==> src/rtl/core_sequencer.sv <==
// Multi-cycle FETCH/EXEC/MEM/WB/HALT sequencer for the TinyRisc-V core.
// Optional performance counters are enabled with `define SEQ_PERF_CNT_EN.
module core_sequencer #(
    parameter logic [31:0] RESET_PC = 32'h0000_0000,
    parameter int          XLEN     = 32
) (
    input  logic            clk,
    input  logic            rst_n,
    output logic            imem_req,
    output logic [XLEN-1:0] imem_addr,
    input  logic            imem_ack,
    input  logic [XLEN-1:0] imem_rdata,
    output logic [XLEN-1:0] ir,
    output logic [XLEN-1:0] pc,
    input  logic [6:0]      opcode,
    input  logic            wb_reg,
    input  logic            br_taken,
    input  logic [XLEN-1:0] pc_target,
    output logic            dmem_req,
    output logic            dmem_we,
    input  logic            dmem_ack,
    output logic            rf_we,
    output logic            rf_wsel,
    output logic            halted
`ifdef SEQ_PERF_CNT_EN
   ,output logic [XLEN-1:0] cycle_cnt,
    output logic [XLEN-1:0] instret_cnt
`endif
);

    localparam logic [6:0] OPC_LOAD   = 7'b0000011;
    localparam logic [6:0] OPC_STORE  = 7'b0100011;
    localparam logic [6:0] OPC_OP     = 7'b0110011;
    localparam logic [6:0] OPC_OPIMM  = 7'b0010011;
    localparam logic [6:0] OPC_BRANCH = 7'b1100011;
    localparam logic [6:0] OPC_LUI    = 7'b0110111;
    localparam logic [6:0] OPC_AUIPC  = 7'b0010111;
    localparam logic [6:0] OPC_JAL    = 7'b1101111;
    localparam logic [6:0] OPC_JALR   = 7'b1100111;
    localparam logic [XLEN-1:0] NOP_INSN = 32'h0000_0013;

    typedef enum logic [2:0] {
        S_FETCH = 3'd0,
        S_EXEC  = 3'd1,
        S_MEM   = 3'd2,
        S_WB    = 3'd3,
        S_HALT  = 3'd4
    } state_t;

    state_t          state_q, state_d;
    logic [XLEN-1:0] pc_q, pc_d;
    logic [XLEN-1:0] ir_q, ir_d;
    logic            imem_req_q, dmem_req_q, dmem_we_q;
    logic            rf_we_q, rf_wsel_q, halted_q;

    logic is_load_s, is_store_s, is_alu_s, take_tgt_s;

    assign is_load_s  = (opcode == OPC_LOAD);
    assign is_store_s = (opcode == OPC_STORE);
    assign is_alu_s   = (opcode == OPC_OP)     || (opcode == OPC_OPIMM) ||
                        (opcode == OPC_BRANCH) || (opcode == OPC_LUI)   ||
                        (opcode == OPC_AUIPC)  || (opcode == OPC_JAL)   ||
                        (opcode == OPC_JALR);
    assign take_tgt_s = (opcode == OPC_JAL) || (opcode == OPC_JALR) ||
                        ((opcode == OPC_BRANCH) && br_taken);

    // Next-state, next-PC and instruction-latch logic
    always_comb begin
        state_d = state_q;
        pc_d    = pc_q;
        ir_d    = ir_q;
        case (state_q)
            S_FETCH: begin
                if (imem_ack) begin
                    ir_d    = imem_rdata;
                    state_d = S_EXEC;
                end else begin
                    state_d = S_FETCH;
                end
            end
            S_EXEC: begin
                if (is_load_s || is_store_s) begin
                    state_d = S_MEM;
                end else if (is_alu_s) begin
                    state_d = S_WB;
                end else begin
                    state_d = S_HALT;
                end
            end
            S_MEM: begin
                if (dmem_ack) begin
                    state_d = S_WB;
                end else begin
                    state_d = S_MEM;
                end
            end
            S_WB: begin
                if (take_tgt_s) begin
                    pc_d = pc_target;
                end else begin
                    pc_d = pc_q + 32'd4;
                end
                state_d = S_FETCH;
            end
            S_HALT:  state_d = S_HALT;
            default: state_d = S_FETCH;
        endcase
    end

    // State, PC, IR and output registers; outputs decode the upcoming state so they are glitch-free
    always_ff @(posedge clk or negedge rst_n) begin
        if (!rst_n) begin
            state_q    <= S_FETCH;
            pc_q       <= RESET_PC;
            ir_q       <= NOP_INSN;
            imem_req_q <= 1'b0;
            dmem_req_q <= 1'b0;
            dmem_we_q  <= 1'b0;
            rf_we_q    <= 1'b0;
            rf_wsel_q  <= 1'b0;
            halted_q   <= 1'b0;
        end else begin
            state_q    <= state_d;
            pc_q       <= pc_d;
            ir_q       <= ir_d;
            imem_req_q <= (state_d == S_FETCH);
            dmem_req_q <= (state_d == S_MEM);
            dmem_we_q  <= (state_d == S_MEM) && is_store_s;
            rf_we_q    <= (state_d == S_WB) && wb_reg && !is_store_s;
            rf_wsel_q  <= (state_d == S_WB) && is_load_s;
            halted_q   <= (state_d == S_HALT);
        end
    end

    assign imem_req  = imem_req_q;
    assign imem_addr = pc_q;
    assign ir        = ir_q;
    assign pc        = pc_q;
    assign dmem_req  = dmem_req_q;
    assign dmem_we   = dmem_we_q;
    assign rf_we     = rf_we_q;
    assign rf_wsel   = rf_wsel_q;
    assign halted    = halted_q;

`ifdef SEQ_PERF_CNT_EN
    logic [XLEN-1:0] cycle_cnt_q, instret_cnt_q;

    // Cycle counter freezes once halted; retire counter counts WB cycles
    always_ff @(posedge clk or negedge rst_n) begin
        if (!rst_n) begin
            cycle_cnt_q   <= 32'd0;
            instret_cnt_q <= 32'd0;
        end else begin
            if (state_q != S_HALT) begin
                cycle_cnt_q <= cycle_cnt_q + 32'd1;
            end else begin
                cycle_cnt_q <= cycle_cnt_q;
            end
            if (state_q == S_WB) begin
                instret_cnt_q <= instret_cnt_q + 32'd1;
            end else begin
                instret_cnt_q <= instret_cnt_q;
            end
        end
    end

    assign cycle_cnt   = cycle_cnt_q;
    assign instret_cnt = instret_cnt_q;
`endif

endmodule

==> config.mk <==
export PLATFORM = sky130hd
export DESIGN_NAME = core_sequencer
export DESIGN_NICKNAME = d
export VERILOG_FILES = /design/src/rtl/core_sequencer.sv
export SDC_FILE = /design/constraint.sdc
export NUM_CORES = 1
export LEC_CHECK = 0
export BUFFER_PORTS_ARGS = -buffer_cell sky130_fd_sc_hd__clkbuf_2
export CAP_MARGIN = 20
export CORE_MARGIN = 4
export CORE_UTILIZATION = 50
export CTS_CLUSTER_SIZE = 30
export DETAILED_ROUTE_END_ITERATION = 7
export PLACE_DENSITY = 0.93
export SLEW_MARGIN = 20
export SYNTH_ARGS = -nofsm -noshare
export SYNTH_HDL_FRONTEND = slang
export SYNTH_SLANG_ARGS = --single-unit
==> constraint.sdc <==
create_clock -name clk -period 4.5 [get_ports clk]
set_input_delay 0.9 -clock clk [delete_from_list [all_inputs] [get_ports clk]]
set_output_delay 0.9 -clock clk [all_outputs]
set_load 0.01 [all_outputs]
# Word-level counts from Yosys, hierarchy flattened
# Cells that the tools add are included.
[totals]
reg_bits = 73
input_bits = 77
out_inout_bits = 102
elab_cells = 50
[classes]
n_mux = 6
n_addsub = 1
reduce_logical = 18
eq_ne = 16
[op_table]
columns = ["op", "n"]
rows = [
  ["$add A32 B3 Y32 const B", 1],
  ["$mux W32", 1],
  ["$eq A7 B6 Y1 const B", 3],
  ["$eq A7 B7 Y1 const B", 3],
  ["$eq A7 B5 Y1 const B", 2],
  ["$eq A3 B2 Y1 const B", 4],
  ["$pmux W3 S4", 1],
  ["$logic_or A1 B1 Y1", 9],
  ["$eq A7 B2 Y1 const B", 1],
  ["$eq A3 B3 Y1 const B", 2],
  ["$logic_not A3 Y1", 2],
  ["$mux W3", 2],
  ["$logic_and A1 B1 Y1", 5],
  ["$eq A3 B1 Y1 const B", 1],
  ["$mux W1", 2],
  ["$reduce_and A2 Y1", 1],
  ["$logic_not A1 Y1", 1],
]

# Logic depth before layout (Yosys ltp)
[depth]
depth_word = 13
mapped_depth = 8
depth_no_buf = 6

# Least setup slack after synthesis
# OpenSTA, ideal clock, no wires.
[synth_timing]
path_type = "input-to-reg"
startpoint = "input opcode[4]"
endpoint = "register pc_q[25] (netlist: imem_addr[25])"
setup_slack_ns = 2.325
arrival_ns = 2.046
setup_ns = 0.129
required_ns = 4.371
n_path_buf = 2
stages = 7
cell_sequence = "and3b_1 -> o2111a_1 -> buf_2 -> buf_2 -> nor3_1 -> a31oi_1 -> nand3_1"
[synth_via]
elab_chain_cells = 4
word_cells_on_any_way = 7
cone_classes = "3 x eq/ne; 1 x mux; 3 x reduce/logical"
[synth_lines]
columns = ["element", "line_no", "rtl"]
rows = [
  ["start: declaration", "15", "input logic [6:0] opcode,"],
  ["$eq A7 B7 Y1, on equally long branches", "64, 65", ""],
  ["$logic_or A1 B1 Y1 or $logic_and A1 B1 Y1 (tied branches)", "64, 65", ""],
  ["$logic_or A1 B1 Y1 *", "64", "assign take_tgt_s = (opcode == OPC_JAL) || (opcode == OPC_JALR) ||"],
  ["$mux W32 *", "98", "if (take_tgt_s) begin"],
  ["end signal: assignment", "124", "pc_q <= pc_d;"],
  ["end: declaration", "51", "logic [XLEN-1:0] pc_q, pc_d;"],
]
# Every way passes the cells marked *; elsewhere a longest branch is shown, timed or not.
# A chain may end at the register's enable or synchronous reset.

# Worst setup path in the final report
[layout_timing]
startpoint = "input opcode[4]"
endpoint = "register pc_q[15] (netlist: imem_addr[15])"
# Same word-level chain as after synthesis.

==> summary.txt <==
=====================================================================================
Status                                                                      completed
Worst Max-Slew Pin Slew                                                       1.10 ns
Placement row count                                                                31
Top cells by area, synth                                                 sky130_fd_sc_hd__dfrtp_1, sky130_fd_sc_hd__buf_4, sky130_fd_sc_hd__mux2_2, sky130_fd_sc_hd__a21oi_1, sky130_fd_sc_hd__mux2_1
Post-synthesis compound-gate area fraction                                      0.147
Type of the setup path with the least slack                                 in -> reg
Area of the core                                                            7410 um^2
Met2 track utilization from global routing                                      0.385
Number of synthesized flops with an enable pin                                      0
Xor and xnor area share after synthesis                                       0.00224
Share of synthesized registers carrying an async set or reset                    1.00
1st-pass router iterations                                                          6
Setup fix buffers added after clock tree synthesis                                  0
FF-to-FF Start                                                             state_q[1]
Insertion delay to the later sink of the worst-skew pair                      0.34 ns
Remaining number of nets flagged by the antenna check after routing                 0
Cell family with the largest share of critical-path delay                compound AO/OA/AOI/OAI gates
First-pass GRT wire length                                                  17,300 um
Endpoint type of the worst setup path                                       flip-flop
Count of inserted antenna diode cells                                               0
Die width                                                                     96.3 um
Routing layer with the top usage in global route                                 met2
Total global routing overflow                                                       0
Fraction of layout cells with a size suffix above 1                             0.421
Period Utilization, post-route                                                  0.572
Initial antenna violation count                                                     0
Clock skew after layout                                                    0.00985 ns
Depth of the worst register-to-register path                                        5
Worst path slowest cell                                                  sky130_fd_sc_hd__o2111a_1
Net count after synthesis                                                         473
Commonest non-fill, non-tap cells in the layout                          sky130_fd_sc_hd__clkbuf_2, sky130_fd_sc_hd__dfrtp_1, sky130_fd_sc_hd__nand2_1
Buffers on Ports                                                                  178
Highest clock frequency the design can meet                                   388 MHz
Number of global-route vias before repair                                       3,587
Area of the die                                                             9280 um^2
Height of the chip                                                            96.3 um
Max IR drop VDD                                                            0.000330 V
Clock buffer count from CTS                                                         9
Number of hold-slack violations in the final timing report                          0
Pin count of the biggest net entering global routing                               74
CP Launch Type                                                              input pin
Share of cell area taken by muxes after synthesis                              0.0949
Instance count of the mapped netlist                                              395
Net total in the final layout                                                     608
Adder-cell share of the synthesized area                                      0.00321
Tot Pwr                                                                       2100 uW
Hold-fix buffer count after cts                                                     0
Required @ worst endpoint                                                     4.72 ns
Placed Area                                                                 4590 um^2
Fraction of the yosys area taken by sequential cells                            0.469
Most frequent standard cell in the layout excluding fill and tap cells   sky130_fd_sc_hd__clkbuf_2
Initial standard-cell utilization of the core                                   0.527
Most used flip-flop cell after synthesis                                 sky130_fd_sc_hd__dfrtp_1
Design area                                                                 4790 um^2
Biggest fanout along the worst timing path                                         22
Setup crit end                                                           imem_addr[15]
Number of instances resized during post-cts repair                                  0
Crit path buffers/inverters                                                         1
Final-report setup violation count                                                  0
Number of DRC violations after detailed-routing iteration 0                       362
Clock-pin slew of the registers on the worst-case setup and hold paths        0.08 ns
Post-synth top area share                                                       0.449
Area growth syn-to-layout                                                       22.6%
Clk sinks                                                                          73
Flip-flop and latch count after synthesis                                          73
Fin util                                                                        0.646
Max stage delay on crit path                                                  0.74 ns
Number of placed I/O pins                                                         179
Avg Inst Size Synth                                                         9.88 um^2
Post-detailed-placement half-perimeter wirelength                             8270 um
Yosys warns                                                                         0
Area of the mapped netlist                                                  3900 um^2
Routability-driven placement congestion ratio                                   0.818
Worst-case clock buffer depth                                                       2
Final-report max-slew violation count                                               0
Worst flop-to-flop path endpoint                                         imem_addr[27]
Via total after detailed routing                                                3,708
Synth unique cells                                                                 53
Count of unresolved DRC violations after routing                                    0
Final critical delay including setup and external delays                      2.58 ns
Final WL                                                                    11,300 um
Global-route usage over all layers                                              0.242
Cell Pwr Density                                                          440 nW/um^2
Unrepaired setup endpoints after global routing                                    no
Depth of the CTS H-tree                                                             3
Levels on crit path                                                                 6
Setup slack, reg-to-reg                                                       2.03 ns
CP startpoint                                                               opcode[4]
Series of cell instances along the critical path                         clkbuf_2, and3b_1, o2111a_1, nand2_1, o22ai_1, a21oi_1
Maximum Capacitance Violations                                                      0
Vias per std cell                                                                5.85
Met1 capacity usage during global routing                                       0.312
GR Layer Usage met3                                                            0.0539
Clock root buffer                                                        sky130_fd_sc_hd__clkbuf_8
Dominant combinational cell family by area after synthesis               simple AND/OR/NAND/NOR gates
Routed wire per std cell                                                      17.8 um
Pleak                                                                      0.00226 uW
Final-layout setup total negative slack                                          0 ns
Library cell occupying the most area in the post-synthesis netlist       sky130_fd_sc_hd__dfrtp_1
Headroom to the max-slew limit                                                  0.270
Simple-Gate Fraction of Synth Area                                              0.184
Class of the tightest hold or removal check                                reg -> reg
CTS tree                                                                        built
Crit path DAT                                                                 2.79 ns
=====================================================================================
## cell type report
type | instances | area, um^2
clock inverters | 6 | 42.5
well taps | 99 | 124
inverters | 5 | 18.8
clock buffers | 10 | 128
fillers | 600 | 2620
repair buffers | 181 | 923
flip-flops and latches | 73 | 1830
multi-input cells | 260 | 1720
## per-stage QoR
| stage | cells | hold slack [ns] | setup slack (ns) |
|---|---|---|---|
| finish | 634 | 0.495 | 1.92 |
| global route | 634 | 0.521 | 1.77 |
| CTS | 633 | 0.500 | 1.85 |
| detailed placement | 617 | 0.479 | 1.50 |
| global placement | 617 | 0.468 | 1.68 |
| floorplan | 395 | 0.529 | 2.32 |
## synth_stat cells (all sizes together) (2+ instances only)
library cell	instances
dfrtp	70
buf	51
mux2	32
nand2	32
a21oi	31
nand3	23
nor2	22
o21ai	18
and3	11
nor3	10
a311oi	9
nand4	9
clkbuf	6
o22a	6
inv	5
and2	4
and4	4
nor4	4
o22ai	4
or3	4
a2bb2oi	3
a31oi	3
dfstp	3
nand2b	3
a41oi	2
nand3b	2
nor2b	2
nor4b	2
o32ai	2
o41ai	2
or2	2
or4	2
## worst register-to-register path, cell delays in order (launching register included)
cell and delay [ns]:
sky130_fd_sc_hd__dfrtp_1 0.52, sky130_fd_sc_hd__nand2_1 0.17, sky130_fd_sc_hd__or2_1 0.85, sky130_fd_sc_hd__nor2_1 0.32, sky130_fd_sc_hd__a311oi_1 0.40, sky130_fd_sc_hd__a311oi_1 0.10
## how the worst min path moves through the flow
stage | from | depth (start not counted) | to
after floorplan | ir[10] | 1 | ir[10]
after global placement | ir[2] | 1 | ir[2]
after detailed placement | ir[24] | 1 | ir[24]
after CTS | ir[24] | 1 | ir[24]
after global routing | ir[5] | 1 | ir[5]
final | ir[24] | 1 | ir[24]
## power breakdown
| group | total [uW] | internal, uW | switching (uW) |
|---|---|---|---|
| Clock | 457 | 201 | 255 |
| Sequential | 966 | 842 | 124 |
| Combinational | 681 | 330 | 350 |
| Total | 2100 | 1370 | 730 |
## state kept, by name, summed over array words and instances, names as in the netlist
signal	count
imem_req	1
dmem_req	1
state_q	3
rf_we	1
rf_wsel	1
ir	32
halted	1
imem_addr	32
dmem_we	1
## logic make-up after synthesis
family | Yosys count
DFF | 73
xor gates and xnor gates | 1
muxes | 33
AOI/OAI and AO/OA | 88
and+or+nand+nor | 137
adders and majority gates | 1
buffers and inverters | 62
## routing by layer
layer  up-vias  part of all wire
met1      1777              0.39
met4         0             0.031
met3        32             0.083
met2       213              0.50
met5         -                 0
li1       1686                 -
No activity file was read; power rests on OpenSTA's default activity.
